File: src/rtl/energy_fifo_tracker_pkg.sv
// Shared types and helpers for the energy FIFO tracker.
// Compare-mode encoding and the occupancy-width helper.
package energy_fifo_pkg;

  typedef enum logic [1:0] {
    CMP_OFF    = 2'd0,
    CMP_HEAD   = 2'd1,
    CMP_MIN    = 2'd2,
    CMP_MARGIN = 2'd3
  } cmp_mode_e;

  function automatic int usage_width(input int depth);
    return $clog2(depth + 1);
  endfunction

endpackage

File: src/rtl/energy_fifo_tracker_if.sv
// Sample-in / spin-out handshake bundle of the energy FIFO tracker.
// The slave modport is the tracker's view; master is the surrounding logic.
interface energy_fifo_tracker_if #(
  parameter int NUM_SPIN         = 256,
  parameter int ENERGY_TOTAL_BIT = 32
);
  logic                               energy_valid_i;
  logic                               energy_ready_o;
  logic        [NUM_SPIN-1:0]         spin_i;
  logic signed [ENERGY_TOTAL_BIT-1:0] energy_i;
  logic                               spin_valid_o;
  logic                               spin_ready_i;
  logic        [NUM_SPIN-1:0]         spin_o;
  logic                               spin_push_none_o;

  modport master (
    output energy_valid_i, spin_i, energy_i, spin_ready_i,
    input  energy_ready_o, spin_valid_o, spin_o, spin_push_none_o
  );

  modport slave (
    input  energy_valid_i, spin_i, energy_i, spin_ready_i,
    output energy_ready_o, spin_valid_o, spin_o, spin_push_none_o
  );
endinterface

File: src/rtl/energy_min_tree.sv
// Combinational signed minimum over DEPTH entries with a valid mask.
// Masked-off and padding leaves read as INIT_ENERGY so they never win.
module energy_min_tree
  import energy_fifo_pkg::*;
#(
  parameter int DEPTH            = 4,
  parameter int ENERGY_TOTAL_BIT = 32,
  parameter logic signed [ENERGY_TOTAL_BIT-1:0] INIT_ENERGY =
    {1'b0, {(ENERGY_TOTAL_BIT-1){1'b1}}}
) (
  input  logic signed [ENERGY_TOTAL_BIT-1:0] data_i [DEPTH],
  input  logic        [DEPTH-1:0]            mask_i,
  output logic signed [ENERGY_TOTAL_BIT-1:0] min_o
);

  localparam int LEAVES = 1 << $clog2(DEPTH);

  logic signed [ENERGY_TOTAL_BIT-1:0] lvl [LEAVES];

  // NOTE: every variable in an always_comb gets a value on every path first; otherwise a latch is inferred.
  always_comb begin
    for (int i = 0; i < LEAVES; i++) lvl[i] = INIT_ENERGY;
    for (int i = 0; i < DEPTH; i++) begin
      if (mask_i[i]) lvl[i] = data_i[i];
    end
    // Pairwise halving; node i only reads 2i and 2i+1, which are not yet overwritten.
    for (int s = LEAVES / 2; s >= 1; s = s / 2) begin
      for (int i = 0; i < s; i++) begin
        lvl[i] = (lvl[2*i+1] < lvl[2*i]) ? lvl[2*i+1] : lvl[2*i];
      end
    end
    min_o = lvl[0];
  end

endmodule

File: src/rtl/energy_fifo_tracker.sv
// Energy/spin FIFO maintainer: judges each sample against a selectable
// reference, keeps a circular energy FIFO and a 1-stage spin output.
module energy_fifo_tracker
  import energy_fifo_pkg::*;
#(
  parameter int NUM_SPIN         = 256,
  parameter int DEPTH            = 4,
  parameter int ENERGY_TOTAL_BIT = 32,
  parameter int CNT_W            = 16,
  parameter logic signed [ENERGY_TOTAL_BIT-1:0] INIT_ENERGY =
    {1'b0, {(ENERGY_TOTAL_BIT-1){1'b1}}},
  parameter int USAGE_W          = usage_width(DEPTH)
) (
  input  logic                              clk_i,
  input  logic                              rst_ni,
  input  logic                              en_i,
  input  logic                              flush_i,
  input  logic                              clr_stats_i,
  input  logic [1:0]                        cmp_mode_i,
  input  logic [ENERGY_TOTAL_BIT-1:0]       margin_i,
  energy_fifo_tracker_if.slave              io,
  output logic [USAGE_W-1:0]                usage_o,
  output logic [DEPTH*ENERGY_TOTAL_BIT-1:0] energy_mem_o,
  output logic [CNT_W-1:0]                  accept_cnt_o,
  output logic [CNT_W-1:0]                  reject_cnt_o
);

  localparam int EW    = ENERGY_TOTAL_BIT;
  localparam int CW    = EW + 2;
  localparam int PTR_W = (DEPTH > 1) ? $clog2(DEPTH) : 1;

  logic signed [EW-1:0]   mem [DEPTH];
  logic [PTR_W-1:0]       rd_ptr, wr_ptr;
  logic [USAGE_W-1:0]     count;
  logic                   spin_valid_q, push_none_q;
  logic [NUM_SPIN-1:0]    spin_q;
  logic [CNT_W-1:0]       acc_q, rej_q;

  logic                   full, empty, ready, accept, out_hs, pop, reject;
  logic [DEPTH-1:0]       occ_mask;
  logic signed [EW-1:0]   min_e, ref_e, push_e;
  logic signed [CW-1:0]   energy_w, ref_w, sum_w;
  cmp_mode_e              mode;

  function automatic logic [PTR_W-1:0] ptr_inc(input logic [PTR_W-1:0] p);
    return (p == PTR_W'(DEPTH - 1)) ? '0 : p + 1'b1;
  endfunction

  assign mode   = cmp_mode_e'(cmp_mode_i);
  assign full   = (count == USAGE_W'(DEPTH));
  assign empty  = (count == '0);
  assign out_hs = spin_valid_q & io.spin_ready_i;
  assign ready  = en_i & ~full & (~spin_valid_q | io.spin_ready_i);
  assign accept = io.energy_valid_i & ready;
  assign pop    = out_hs & ~empty;

  // Occupied slots are the `count` entries starting at rd_ptr, circularly.
  always_comb begin
    occ_mask = '0;
    for (int i = 0; i < DEPTH; i++) begin
      occ_mask[i] = ((i + DEPTH - int'(rd_ptr)) % DEPTH) < int'(count);
    end
  end

  energy_min_tree #(
    .DEPTH           (DEPTH),
    .ENERGY_TOTAL_BIT(EW),
    .INIT_ENERGY     (INIT_ENERGY)
  ) u_min_tree (
    .data_i(mem),
    .mask_i(occ_mask),
    .min_o (min_e)
  );

  // Two guard bits keep energy + margin exact for any operand values.
  always_comb begin
    ref_e    = empty ? INIT_ENERGY : ((mode == CMP_MIN) ? min_e : mem[rd_ptr]);
    energy_w = {{2{io.energy_i[EW-1]}}, io.energy_i};
    ref_w    = {{2{ref_e[EW-1]}}, ref_e};
    sum_w    = energy_w + {2'b00, margin_i};
    reject   = 1'b0;
    case (mode)
      CMP_HEAD, CMP_MIN: reject = (energy_w >= ref_w);
      CMP_MARGIN:        reject = (sum_w >= ref_w);
      default:           reject = 1'b0;
    endcase
    push_e = reject ? ref_e : io.energy_i;
  end

  // NOTE: storage has a defined reset/flush value, so it is a register file with reset rather than a RAM.
  always_ff @(posedge clk_i or negedge rst_ni) begin
    if (!rst_ni) begin
      rd_ptr <= '0;
      wr_ptr <= '0;
      count  <= '0;
      for (int i = 0; i < DEPTH; i++) mem[i] <= INIT_ENERGY;
    end else if (flush_i) begin
      rd_ptr <= '0;
      wr_ptr <= '0;
      count  <= '0;
      for (int i = 0; i < DEPTH; i++) mem[i] <= INIT_ENERGY;
    end else begin
      if (accept) begin
        mem[wr_ptr] <= push_e;
        wr_ptr      <= ptr_inc(wr_ptr);
      end
      if (pop) rd_ptr <= ptr_inc(rd_ptr);
      count <= count + USAGE_W'(accept) - USAGE_W'(pop);
    end
  end

  // NOTE: sequential state uses non-blocking assignments so every flop samples pre-edge values.
  always_ff @(posedge clk_i or negedge rst_ni) begin
    if (!rst_ni) begin
      spin_valid_q <= 1'b0;
      push_none_q  <= 1'b0;
      spin_q       <= '0;
    end else if (flush_i) begin
      spin_valid_q <= 1'b0;
      push_none_q  <= 1'b0;
    end else if (accept) begin
      spin_valid_q <= 1'b1;
      push_none_q  <= reject;
      spin_q       <= io.spin_i;
    end else if (out_hs) begin
      spin_valid_q <= 1'b0;
    end
  end

  // A flushed sample is dropped, so it is not counted either.
  always_ff @(posedge clk_i or negedge rst_ni) begin
    if (!rst_ni) begin
      acc_q <= '0;
      rej_q <= '0;
    end else if (clr_stats_i) begin
      acc_q <= '0;
      rej_q <= '0;
    end else if (accept && !flush_i) begin
      if (!reject && acc_q != '1) acc_q <= acc_q + 1'b1;
      if (reject && rej_q != '1)  rej_q <= rej_q + 1'b1;
    end
  end

  for (genvar g = 0; g < DEPTH; g++) begin : g_mem_out
    assign energy_mem_o[g*EW +: EW] = mem[g];
  end

  assign io.energy_ready_o   = ready;
  assign io.spin_valid_o     = spin_valid_q;
  assign io.spin_o           = spin_q;
  assign io.spin_push_none_o = push_none_q;
  assign usage_o             = count;
  assign accept_cnt_o        = acc_q;
  assign reject_cnt_o        = rej_q;

endmodule

File: src/flat_wrapper.sv
// flat-port wrapper written by rule: the top's interface ports become plain ports
module energy_fifo_tracker_flat import energy_fifo_pkg::*;
#(
  parameter int NUM_SPIN         = 256,
  parameter int DEPTH            = 4,
  parameter int ENERGY_TOTAL_BIT = 32,
  parameter int CNT_W            = 16,
  parameter logic signed [ENERGY_TOTAL_BIT-1:0] INIT_ENERGY =
    {1'b0, {(ENERGY_TOTAL_BIT-1){1'b1}}},
  parameter int USAGE_W          = usage_width(DEPTH)
)
  (clk_i, rst_ni, en_i, flush_i, clr_stats_i, cmp_mode_i, margin_i, usage_o, energy_mem_o, accept_cnt_o, reject_cnt_o, io_energy_valid_i, io_spin_i, io_energy_i, io_spin_ready_i, io_energy_ready_o, io_spin_valid_o, io_spin_o, io_spin_push_none_o);
  energy_fifo_tracker_if #(.NUM_SPIN(NUM_SPIN), .ENERGY_TOTAL_BIT(ENERGY_TOTAL_BIT)) io_i ();
  input  logic clk_i;
  input  logic rst_ni;
  input  logic en_i;
  input  logic flush_i;
  input  logic clr_stats_i;
  input  logic [1:0] cmp_mode_i;
  input  logic [ENERGY_TOTAL_BIT-1:0] margin_i;
  output logic [USAGE_W-1:0] usage_o;
  output logic [DEPTH*ENERGY_TOTAL_BIT-1:0] energy_mem_o;
  output logic [CNT_W-1:0] accept_cnt_o;
  output logic [CNT_W-1:0] reject_cnt_o;
  input wire logic [$bits(io_i.energy_valid_i)-1:0] io_energy_valid_i;
  input wire logic [$bits(io_i.spin_i)-1:0] io_spin_i;
  input wire logic [$bits(io_i.energy_i)-1:0] io_energy_i;
  input wire logic [$bits(io_i.spin_ready_i)-1:0] io_spin_ready_i;
  output wire logic [$bits(io_i.energy_ready_o)-1:0] io_energy_ready_o;
  output wire logic [$bits(io_i.spin_valid_o)-1:0] io_spin_valid_o;
  output wire logic [$bits(io_i.spin_o)-1:0] io_spin_o;
  output wire logic [$bits(io_i.spin_push_none_o)-1:0] io_spin_push_none_o;
  assign io_i.energy_valid_i = io_energy_valid_i;
  assign io_i.spin_i = io_spin_i;
  assign io_i.energy_i = io_energy_i;
  assign io_i.spin_ready_i = io_spin_ready_i;
  assign io_energy_ready_o = io_i.energy_ready_o;
  assign io_spin_valid_o = io_i.spin_valid_o;
  assign io_spin_o = io_i.spin_o;
  assign io_spin_push_none_o = io_i.spin_push_none_o;
  energy_fifo_tracker #(.NUM_SPIN(NUM_SPIN), .DEPTH(DEPTH), .ENERGY_TOTAL_BIT(ENERGY_TOTAL_BIT), .CNT_W(CNT_W), .INIT_ENERGY(INIT_ENERGY), .USAGE_W(USAGE_W)) u_core (.clk_i(clk_i), .rst_ni(rst_ni), .en_i(en_i), .flush_i(flush_i), .clr_stats_i(clr_stats_i), .cmp_mode_i(cmp_mode_i), .margin_i(margin_i), .io(io_i), .usage_o(usage_o), .energy_mem_o(energy_mem_o), .accept_cnt_o(accept_cnt_o), .reject_cnt_o(reject_cnt_o));
endmodule
File: config.mk
export PLATFORM = sky130hd
export DESIGN_NAME = energy_fifo_tracker_flat
export DESIGN_NICKNAME = d
export VERILOG_FILES = /design/src/rtl/energy_fifo_tracker_pkg.sv /design/src/rtl/energy_fifo_tracker_if.sv /design/src/rtl/energy_min_tree.sv /design/src/rtl/energy_fifo_tracker.sv /design/src/flat_wrapper.sv
export SDC_FILE = /design/constraint.sdc
export NUM_CORES = 1
export LEC_CHECK = 0
export ABC_AREA = 1
export CORE_AREA = 2 2 292 294
export CTS_CLUSTER_DIAMETER = 150
export DETAILED_ROUTE_END_ITERATION = 8
export DIE_AREA = 0 0 294 296
export PLACE_DENSITY_LB_ADDON = 0.2
export SLEW_MARGIN = 20
export SYNTH_ARGS = -nofsm -noshare
export SYNTH_HDL_FRONTEND = slang
export SYNTH_SLANG_ARGS = --single-unit
File: constraint.sdc
create_clock -name clk_i -period 13.5 [get_ports clk_i]
set_clock_uncertainty 0.2 [all_clocks]
set_input_delay 1.35 -clock clk_i [delete_from_list [all_inputs] [get_ports clk_i]]
set_output_delay 1.35 -clock clk_i [all_outputs]
set_load 0.05 [all_outputs]
Yosys cells after proc, flatten, opt, wreduce, memory -nomap -nowiden
Cells that the tools add are included.

$add $sub $neg: 11. Multiply operators: 0. Div/mod/pow operators: 0. $lt $le $gt $ge: 12. Eq/ne operators: 8. Shift operators: 0. Mux-type cells: 37. Bitwise logic cells: 16. Reductions and logical operators: 21.

Operators with widths (number): 2-to-1 mux 32 bit (13); 2-to-1 mux 128 bit (2); bitwise mux 128 bit (1); < comparator 32 bit (3); 2-to-1 mux 16 bit (6); binary-select mux 32 bit (select 2 bit) (1); demux 32 bit (select 2 bit) (1); adder 32 x 33 -> 34 bit (1); >= comparator 34 x 32 -> 1 bit (1); adder 16 x 1 -> 16 bit (second input constant) (2); >= comparator 32 bit (1); != test 16 bit (second input constant) (2); < comparator 3 x 4 -> 1 bit (4); subtractor 3 x 2 -> 4 bit (first input constant) (4); 2-to-1 mux 2 bit (6); nonzero test 2 bit (5); OR reduction 2 bit (5); bitwise AND 1 bit (9); equality test 2 bit (second input constant) (4); >= comparator 3 bit (second input constant) (2); NOT 2 -> 3 bit (2); AND reduction 2 bit (3); 2-to-1 mux 1 bit (5); adder 2 x 1 -> 2 bit (second input constant) (2); 13 further kinds (20).

Register bits: 425. Latch bits: 0. Bits in writable memories: 0. ROM bits: 0. Input port bits: 329. Output and inout bits: 422. Word-level logic and storage cells: 117. Memories: 0.

Depth between registers and ports, before layout
Gate-level depths: netlist of the first run.

Word-level depth: 18. Depth in mapped cells: 71. Mapped depth without buffers: 66.

Hierarchy
A second synthesis of the first run with hierarchy kept.

Cells, all modules: 3630. Area total of the unflattened synthesis: 26937.1 um^2.

By module, submodules not included: energy_fifo_tracker (times used 1, cells each 2904, area an instance 22781.8 um^2, sequential area each 10790.3 um^2); energy_min_tree (times used 1, cells each 726, area an instance 4155.2 um^2, sequential area each 0.0 um^2).

Worst setup path before layout of the first run
OpenSTA, ideal clock, no wires.

Kind: reg-to-reg. Start point: reg u_core.count[1] (netlist: u_core.usage_o[1]). End point: reg u_core.rej_q[14] (netlist: u_core.reject_cnt_o[14]). Setup time: 0.122 ns. Data arrival time: 8.037 ns. Required time: 13.178 ns. Setup slack: 5.141 ns. Cell stages (with the launch flop): 62. Buffers on the path: 5. Period minus slack after synthesis: 8.359 ns. Cell sequence: dfrtp_1 > inv_1 > ha_1 > inv_1 > nor2_2 > nand2_4 > nand2_2 > clkbuf_1 > clkbuf_1 > nor2_1 > ha_1 > nand2_1 > nor2_1 > nand4_1 > nor4_1 > nand2_2 > nand3_1 > nand2_1 > [... 26 more ...] > nand3_1 > nand3_1 > a21oi_1 > o21ai_1 > nand2_1 > nand2_1 > o221ai_1 > nand2_1 > nand2_1 > inv_2 > nor2_2 > nand2_1 > o21ai_2 > nand3_1 > nor2_2 > nand2_1 > o21ai_1 > a21oi_1.

Word-level cells in the longest chain between the ends: 13. Elaborated cells between the ends (all ways): 30. Classes of those cells: order compare: 9; eq/ne: 1; mux: 10; bitwise: 4; reduce/logical: 6.

Ends and longest elaborated chain: start: declaration (RTL line energy_fifo_tracker.sv:34) `logic [USAGE_W-1:0] count;`; start signal: assignment (RTL line energy_fifo_tracker.sv:108) `count <= count + USAGE_W'(accept) - USAGE_W'(pop);`; < comparator 3 x 4 -> 1 bit (RTL line energy_fifo_tracker.sv:61) `occ_mask[i] = ((i + DEPTH - int'(rd_ptr)) % DEPTH) < int'(count);`; 2-to-1 mux 32 bit (RTL line energy_min_tree.sv:24) `if (mask_i[i]) lvl[i] = data_i[i];`; < comparator 32 bit (RTL line energy_min_tree.sv:29) `lvl[i] = (lvl[2*i+1] < lvl[2*i]) ? lvl[2*i+1] : lvl[2*i];`; 2-to-1 mux 32 bit (RTL line energy_min_tree.sv:29); < comparator 32 bit (RTL line energy_min_tree.sv:29); 2-to-1 mux 32 bit (RTL line energy_min_tree.sv:29); 2-to-1 mux 32 bit (2 in a row) (RTL line energy_fifo_tracker.sv:77) `ref_e = empty ? INIT_ENERGY : ((mode == CMP_MIN) ? min_e : mem[rd_ptr]);`; >= comparator 34 x 32 -> 1 bit or >= comparator 32 bit (tied branches) (RTL line energy_fifo_tracker.sv:84, energy_fifo_tracker.sv:83); case mux 1 bit (2 select lines) (RTL line energy_fifo_tracker.sv:82) `case (mode)`; logical AND 1 bit (RTL line energy_fifo_tracker.sv:140) `if (reject && rej_q != '1) rej_q <= rej_q + 1'b1;`; nonzero test 2 bit (no line); AND reduction 2 bit (no line) (*); end signal: assignment (RTL line energy_fifo_tracker.sv:140); end: declaration (RTL line energy_fifo_tracker.sv:37) `logic [CNT_W-1:0] acc_q, rej_q;`.

Every way passes the cells marked *; elsewhere a longest branch is shown, timed or not. A chain may end at the register's enable or synchronous reset.

Final worst setup path of the first run
Start point: reg u_core.rd_ptr[0]. End point: reg u_core.rej_q[8] (netlist: u_core.reject_cnt_o[8]).

Word-level cells in the longest chain between the ends: 16. Elaborated cells between the ends (all ways): 38. Classes of those cells: add/sub: 4; order compare: 9; mux: 13; bitwise: 5; reduce/logical: 7.

Ends and longest elaborated chain: start: declaration (RTL line energy_fifo_tracker.sv:33) `logic [PTR_W-1:0] rd_ptr, wr_ptr;`; start signal: assignment (RTL line energy_fifo_tracker.sv:107) `if (pop) rd_ptr <= ptr_inc(rd_ptr);`; subtractor 3 x 2 -> 4 bit (RTL line energy_fifo_tracker.sv:61); OR reduction 2 bit (no line); bitwise AND 1 bit (no line); < comparator 3 x 4 -> 1 bit (RTL line energy_fifo_tracker.sv:61); 2-to-1 mux 32 bit (RTL line energy_min_tree.sv:24); < comparator 32 bit (RTL line energy_min_tree.sv:29); 2-to-1 mux 32 bit (RTL line energy_min_tree.sv:29); < comparator 32 bit (RTL line energy_min_tree.sv:29); 2-to-1 mux 32 bit (RTL line energy_min_tree.sv:29); 2-to-1 mux 32 bit (*) (2 in a row) (RTL line energy_fifo_tracker.sv:77); >= comparator 34 x 32 -> 1 bit or >= comparator 32 bit (tied branches) (RTL line energy_fifo_tracker.sv:84, energy_fifo_tracker.sv:83); case mux 1 bit (2 select lines) (*) (RTL line energy_fifo_tracker.sv:82); logical AND 1 bit (*) (RTL line energy_fifo_tracker.sv:140); nonzero test 2 bit (no line) (*); AND reduction 2 bit (no line) (*).

Every way passes the cells marked *; elsewhere a longest branch is shown, timed or not. The select of a mux whose other input is x is not followed.

==> flow_summary_export.csv, run 1 <==
group,metric,value,unit
synthesis,netlist_top_cells_area,"dfrtp_1, nand2_1, dfstp_2",
min_path,min-delay-start,"u_core.io.spin_o[194]",
layout,syn2layout_area_growth,39.39,%
routing,dr.pass1.iters,8,
global_route,grt_overflow,0,
power_and_ir_drop,power.leakage,17.41,nW
synthesis,synth_seq_area_share,0.4108,
synthesis,syn_area_per_cell,7.589,um2
synthesis,synthCells,3461,
job,maxCapViolCount,0,
place,io_buffers,750,
worst_setup_path,r2r_cells,52,
global_route,grt_pass1_wl,175900,um
layout,final_cells,5274,
worst_setup_path,reg2reg_slack,1900,ps
sta,max_clock_freq,86.23,MHz
routing,first_iter_violations,1974,
synthesis,synthDistinctLibCells,48,
synthesis,synth_compound_area_frac,0.1079,
cts,clock_path_buffers,3,
cts,cts_resized,0,
cts,path_clk_slew,70,ps
worst_setup_path,cp.arrival,11920,ps
power_and_ir_drop,power.density,196.8,mW/mm2
synthesis,synth_edf_count,0,
routing,final_antenna_net_count,0,
synthesis,synth_nets,3998,
synthesis,ys.flop_type,"dfrtp_1",
place,gp_congestion,0.9377,
layout,drive_gt1_frac,0.1089,
floorplanning,rows,107,
cts,cts_hold_buf,0,
routing,wl_per_cell,23.38,um
worst_setup_path,worst_path_max_delay_cell,"inv_1",
sta,rsz0062_at_grt,"no",
synthesis,ys_warn_count,0,
worst_setup_path,cp_common_cell,"nand2_1",
synthesis,synth_seq_cells,425,
layout,layout_commonest_cell,"nand2_1",
synthesis,synth_fa_ha_area_frac,0.09965,
synthesis,synth.area.mux_share,0,
routing,num_vias,26410,
layout,final_cell_mix,"nand2_1, clkdlybuf4s50_1, a21oi_1",
global_route,antenna_found_initial,35,
floorplanning,dieHeight,296,um
cts,cts_buffers,52,
synthesis,synth_async_sr_flop_share,1.000,
worst_setup_path,critPathKind,"flip-flop to flip-flop",
floorplanning,dieArea,0.08702,mm2
sta,timing.final.crit_share,0.8590,
sta,tns,0,ps
cts,cts-root-buf,"clkbuf_16",
synthesis,yosysTopAreaCellShare,0.2868,
cts,cts_tree,"built",
sta,finalHoldViolations,0,
synthesis,synth_top_family_by_area,"simple AND/OR/NAND/NOR gates",
min_path,min_to,"u_core.io.spin_o[194]",
sta,setup_viol,0,
sta,min_period,11600,ps
sta,maxSlewViolCount,0,
floorplanning,initial_core_util,0.3119,
global_route,grt_usage,0.2745,
sta,max_slew_margin,0.2786,
cts,htree_levels,2,
sta,worst_slew_pin_slew,1081,ps
layout,layout.nets,4666,
floorplanning,core_region_area,0.08421,mm2
power_and_ir_drop,peakVddDrop,0.1457,mV
run_status,status,"finished clean",
worst_setup_path,rr_endpoint,"u_core.reject_cnt_o[8]",
global_route,grt_pass1_vias,25480,
worst_setup_path,r2r_start,"u_core.rd_ptr[0]",
routing,wl,123300,um
floorplanning,ioPinCount,751,
power_and_ir_drop,power,7.206,mW
synthesis,synth_top_area_cell,"dfrtp_1",
place,dp.final_hpwl,94740,um
place,dpl.cell_count,5165,
routing,drc,0,
worst_setup_path,critPathMaxFanout,37,
min_path,worst_hold_path_type,"flip-flop to flip-flop",
worst_setup_path,cp.required,13820,ps
synthesis,netlist_area,0.02627,mm2
cts,cts_sinks,425,
floorplanning,die_w,294,um
cts,clkLatencyLatePin,640,ps
worst_setup_path,slowest_delay,800,ps
worst_setup_path,cp-start-kind,"flip-flop",
synthesis,yosys.area_share.xor_xnor,0.01134,
min_path,hold-path-cell-count,2,
cts,cts_setup_buffers,0,
worst_setup_path,worstSetupEndpointType,"flip-flop",
global_route,grt_start_max_net_pins,185,
synthesis,synth-simple-area-share,0.3121,
routing,avgViaCountPerCell,5.008,
==> sequential cells by signal (all words and copies together), names as in the netlist <==
| signal | cells |
|---|---|
| u_core.wr_ptr | 2 |
| u_core.rd_ptr | 2 |
| u_core.reject_cnt_o | 16 |
| u_core.accept_cnt_o | 16 |
| u_core.energy_mem_o | 128 |
| u_core.io.spin_push_none_o | 1 |
| u_core.usage_o | 3 |
| u_core.io.spin_valid_o | 1 |
| u_core.io.spin_o | 256 |
==> layer usage <==
metal,part of all wire,track usage,routed length (um),up-vias
li1,-,-,-,12640
met1,0.39,0.3264,47590,12490
met2,0.50,0.4844,61840,1044
met3,0.083,0.07307,10230,211
met4,0.028,0.07989,3442,34
met5,0.0017,0,214,-
==> final cells by class <==
class	instances	area, um2
tap	1090	1364
timing repair buffer	780	7767
inverter	222	845.8
antenna	14	35.03
clock buffer	73	1470
clock inverter	22	339.1
multi-input combinational	2648	14000
fill	8520	47600
sequential	425	10790
==> Yosys cell counts, types with 21 or more instances <==
| cell type | count |
|---|---|
| nand2_1 | 1330 |
| nand2_2 | 40 |
| clkbuf_1 | 136 |
| a21oi_1 | 321 |
| nand3_2 | 62 |
| inv_1 | 219 |
| dfrtp_1 | 301 |
| nor2_1 | 141 |
| nand4_1 | 21 |
| o21ai_0 | 101 |
| nand3_1 | 172 |
| ha_1 | 206 |
| dfstp_2 | 124 |
| or2_2 | 88 |
| a221o_1 | 30 |
| xor2_1 | 22 |
==> critical path, delay by kind of cell (launching register included) <==
family,cells,cell delay [ps]
AO/OA/AOI/OAI,8,1290
adder cells (fa/ha/maj),5,1730
buffers and inverters,5,1410
flip-flops,1,660
AND/OR/NAND/NOR,34,6120
==> worst max path at each step <==
stage / from / end / cells after the start
final: u_core.rd_ptr[0] / u_core.reject_cnt_o[8] / 52
after floorplan: u_core.usage_o[1] / u_core.reject_cnt_o[14] / 61
after CTS: u_core.rd_ptr[0] / u_core.reject_cnt_o[8] / 52
after detailed placement: u_core.rd_ptr[0] / u_core.reject_cnt_o[8] / 52
after global routing: u_core.rd_ptr[0] / u_core.reject_cnt_o[15] / 52
after global placement: u_core.rd_ptr[0] / u_core.reject_cnt_o[8] / 52
==> through the flow <==
step / util / setup slack, ps / hold WS (ps) / instance area, um2
2_1_floorplan: - / 5141 / 379.6 / 26270
3_3_place_gp: 0.4125 / 1528 / 252.9 / 34740
3_5_place_dp: 0.4129 / 2034 / 257.0 / 34770
4_1_cts: 0.4344 / 1982 / 271.0 / 36580
5_1_grt: 0.4345 / 1048 / 281.8 / 36590
6_report: 0.4348 / 1903 / 267.3 / 36610
==> where the power goes <==
| part | total (mW) | internal, mW | switching [mW] | leakage [nW] |
|---|---|---|---|---|
| Combinational | 3.96 | 1.18 | 2.78 | 11.4 |
| Sequential | 1.74 | 1.54 | 0.194 | 5.13 |
| Clock | 1.50 | 0.880 | 0.622 | 0.871 |
==> cell families after synthesis <==
kind of cell | Yosys count
buffers and inverters | 388
adder cells (fa/ha/maj) | 208
AO/OA/AOI/OAI | 510
XOR/XNOR | 34
AND/OR/NAND/NOR | 1896
flip-flops | 425
No activity file was read; power rests on OpenSTA's default activity.
==> run 2: changes to the inputs <==
--- a/config.mk
+++ b/config.mk
@@ -6,10 +6,12 @@
 export NUM_CORES = 1
 export LEC_CHECK = 0
 export ABC_AREA = 1
-export CORE_AREA = 2 2 292 294
+export CELL_PAD_IN_SITES_DETAIL_PLACEMENT = 1
+export CELL_PAD_IN_SITES_GLOBAL_PLACEMENT = 2
+export CORE_UTILIZATION = 29
 export CTS_CLUSTER_DIAMETER = 150
 export DETAILED_ROUTE_END_ITERATION = 8
-export DIE_AREA = 0 0 294 296
+export GPL_ROUTABILITY_DRIVEN = 0
 export PLACE_DENSITY_LB_ADDON = 0.2
 export SLEW_MARGIN = 20
 export SYNTH_ARGS = -nofsm -noshare
==> run 2 against run 1 <==
- critical path depth up 1
- die area grew 5.5%
- combinational power barely moved
- first-iteration DRC count shrank 19%
- clock-buffer cell count up 4
- largest cell class unchanged
==> flow_summary_export.csv, run 2 (synthesized netlist as in run 1, its figures left out) <==
group,metric,value,unit
run_status,status,"finished clean",
cts,path_clk_slew,60,ps
cts,cts_resized,0,
worst_setup_path,worstSetupEndpointType,"flip-flop",
cts,cts-root-buf,"clkbuf_16",
job,maxCapViolCount,0,
power_and_ir_drop,power.leakage,17.38,nW
min_path,worst_hold_path_type,"flip-flop to flip-flop",
cts,clkLatencyLatePin,640,ps
floorplanning,dieArea,0.09178,mm2
worst_setup_path,critPathKind,"flip-flop to flip-flop",
sta,max_slew_margin,0.3343,
cts,cts_tree,"built",
sta,rsz0062_at_grt,"no",
routing,num_vias,26510,
sta,setup_viol,0,
layout,layout_commonest_cell,"nand2_1",
layout,final_cell_mix,"nand2_1, clkdlybuf4s50_1, a21oi_1",
routing,wl,129500,um
floorplanning,ioPinCount,751,
cts,cts_hold_buf,0,
cts,cts_sinks,425,
routing,dr.pass1.iters,5,
routing,first_iter_violations,1592,
sta,timing.final.crit_share,0.8327,
worst_setup_path,cp.arrival,11560,ps
layout,syn2layout_area_growth,39.40,%
routing,final_antenna_net_count,0,
power_and_ir_drop,peakVddDrop,0.2173,mV
cts,cts_setup_buffers,0,
power_and_ir_drop,power,7.161,mW
cts,cts_buffers,53,
worst_setup_path,slowest_delay,580,ps
worst_setup_path,critPathMaxFanout,42,
power_and_ir_drop,power.density,195.6,mW/mm2
cts,htree_levels,2,
global_route,grt_overflow,0,
layout,layout.nets,4666,
global_route,grt_pass1_wl,186800,um
floorplanning,die_w,303.0,um
floorplanning,rows,110,
sta,worst_slew_pin_slew,996.2,ps
global_route,antenna_found_initial,38,
routing,avgViaCountPerCell,4.953,
worst_setup_path,cp-start-kind,"flip-flop",
routing,wl_per_cell,24.19,um
floorplanning,dieHeight,303.0,um
layout,drive_gt1_frac,0.1082,
global_route,grt_usage,0.2761,
global_route,grt_start_max_net_pins,135,
routing,drc,0,
worst_setup_path,cp_common_cell,"nand2_1",
sta,tns,0,ps
global_route,grt_pass1_vias,27000,
place,io_buffers,750,
sta,max_clock_freq,88.96,MHz
worst_setup_path,cp.required,13810,ps
floorplanning,core_region_area,0.08987,mm2
cts,clock_path_buffers,3,
sta,finalHoldViolations,0,
layout,largest_reg_flops,256,
floorplanning,initial_core_util,0.2923,
place,dp.final_hpwl,99910,um
sta,min_period,11240,ps
worst_setup_path,worst_path_max_delay_cell,"nand2_1",
sta,maxSlewViolCount,0,
run 2: cell count changes in the layout (fill, tap and decap cells not counted), sizes merged:
cell / before / now
diode: 14 / 9
clkbuf: 73 / 77
bufinv: 6 / 3
clkinvlp: 4 / 1
clkinv: 11 / 13
buf: 32 / 31
inv: 223 / 222
run 2: final timing paths:
check	from	end	slack (ps)	cells after the start
hold / removal	u_core.io.spin_o[34]	u_core.io.spin_o[34]	270	2
min in group asynchronous	rst_ni	u_core.reject_cnt_o[7]	510	1
setup / recovery	u_core.rd_ptr[1]	u_core.reject_cnt_o[14]	2260	53
setup reg to reg	u_core.rd_ptr[1]	u_core.reject_cnt_o[14]	2260	53
hold reg to reg	u_core.io.spin_o[34]	u_core.io.spin_o[34]	270	2
max in group asynchronous	rst_ni	u_core.io.spin_o[154]	10480	3
run 2: report_power, final:
part | internal [mW] | leakage, nW | switching, mW
registers | 1.55 | 5.13 | 0.190
logic | 1.18 | 11.4 | 2.80
clock network | 0.842 | 0.851 | 0.609
total | 3.57 | 17.4 | 3.59
run 2: routing by layer:
metal | wire length [um] | up-vias | GRT usage
li1 | - | 12620 | -
met1 | 52020 | 12970 | 0.3310
met2 | 65720 | 704 | 0.4905
met3 | 8614 | 174 | 0.06932
met4 | 2861 | 44 | 0.06784
met5 | 289 | - | 0
run 2: critical path, delay by kind of cell, from the launching register on:
kind / cells / cell delay (ps)
flip-flops: 1 / 370
AND/OR/NAND/NOR: 31 / 5790
AO/OA/AOI/OAI: 13 / 2210
buffers and inverters: 5 / 1330
adder cells (fa/ha/maj): 4 / 1130
run 2: per-stage QoR:
| stage | hold WS [ps] | cells | setup WS [ps] | util | area, um2 |
|---|---|---|---|---|---|
| after floorplan | 379.6 | 3461 | 5141 | - | 26270 |
| after global placement | 252.4 | 5250 | 1748 | 0.3878 | 34850 |
| after detailed placement | 257.8 | 5250 | 2111 | 0.3878 | 34860 |
| after CTS | 271.2 | 5344 | 2050 | 0.4072 | 36590 |
| after global routing | 283.4 | 5347 | 1299 | 0.4073 | 36600 |
| final | 267.1 | 5353 | 2259 | 0.4074 | 36620 |
run 2: final cells by class:
| cell class | count | area (um2) |
|---|---|---|
| clock buffers | 77 | 1528 |
| inverters | 222 | 845.8 |
| multi-input cells | 2648 | 13990 |
| repair buffers | 779 | 7752 |
| well taps | 1176 | 1471 |
| diodes | 9 | 22.52 |
| clock inverters | 17 | 210.2 |
| fillers | 10780 | 53260 |
| flip-flops and latches | 425 | 10790 |
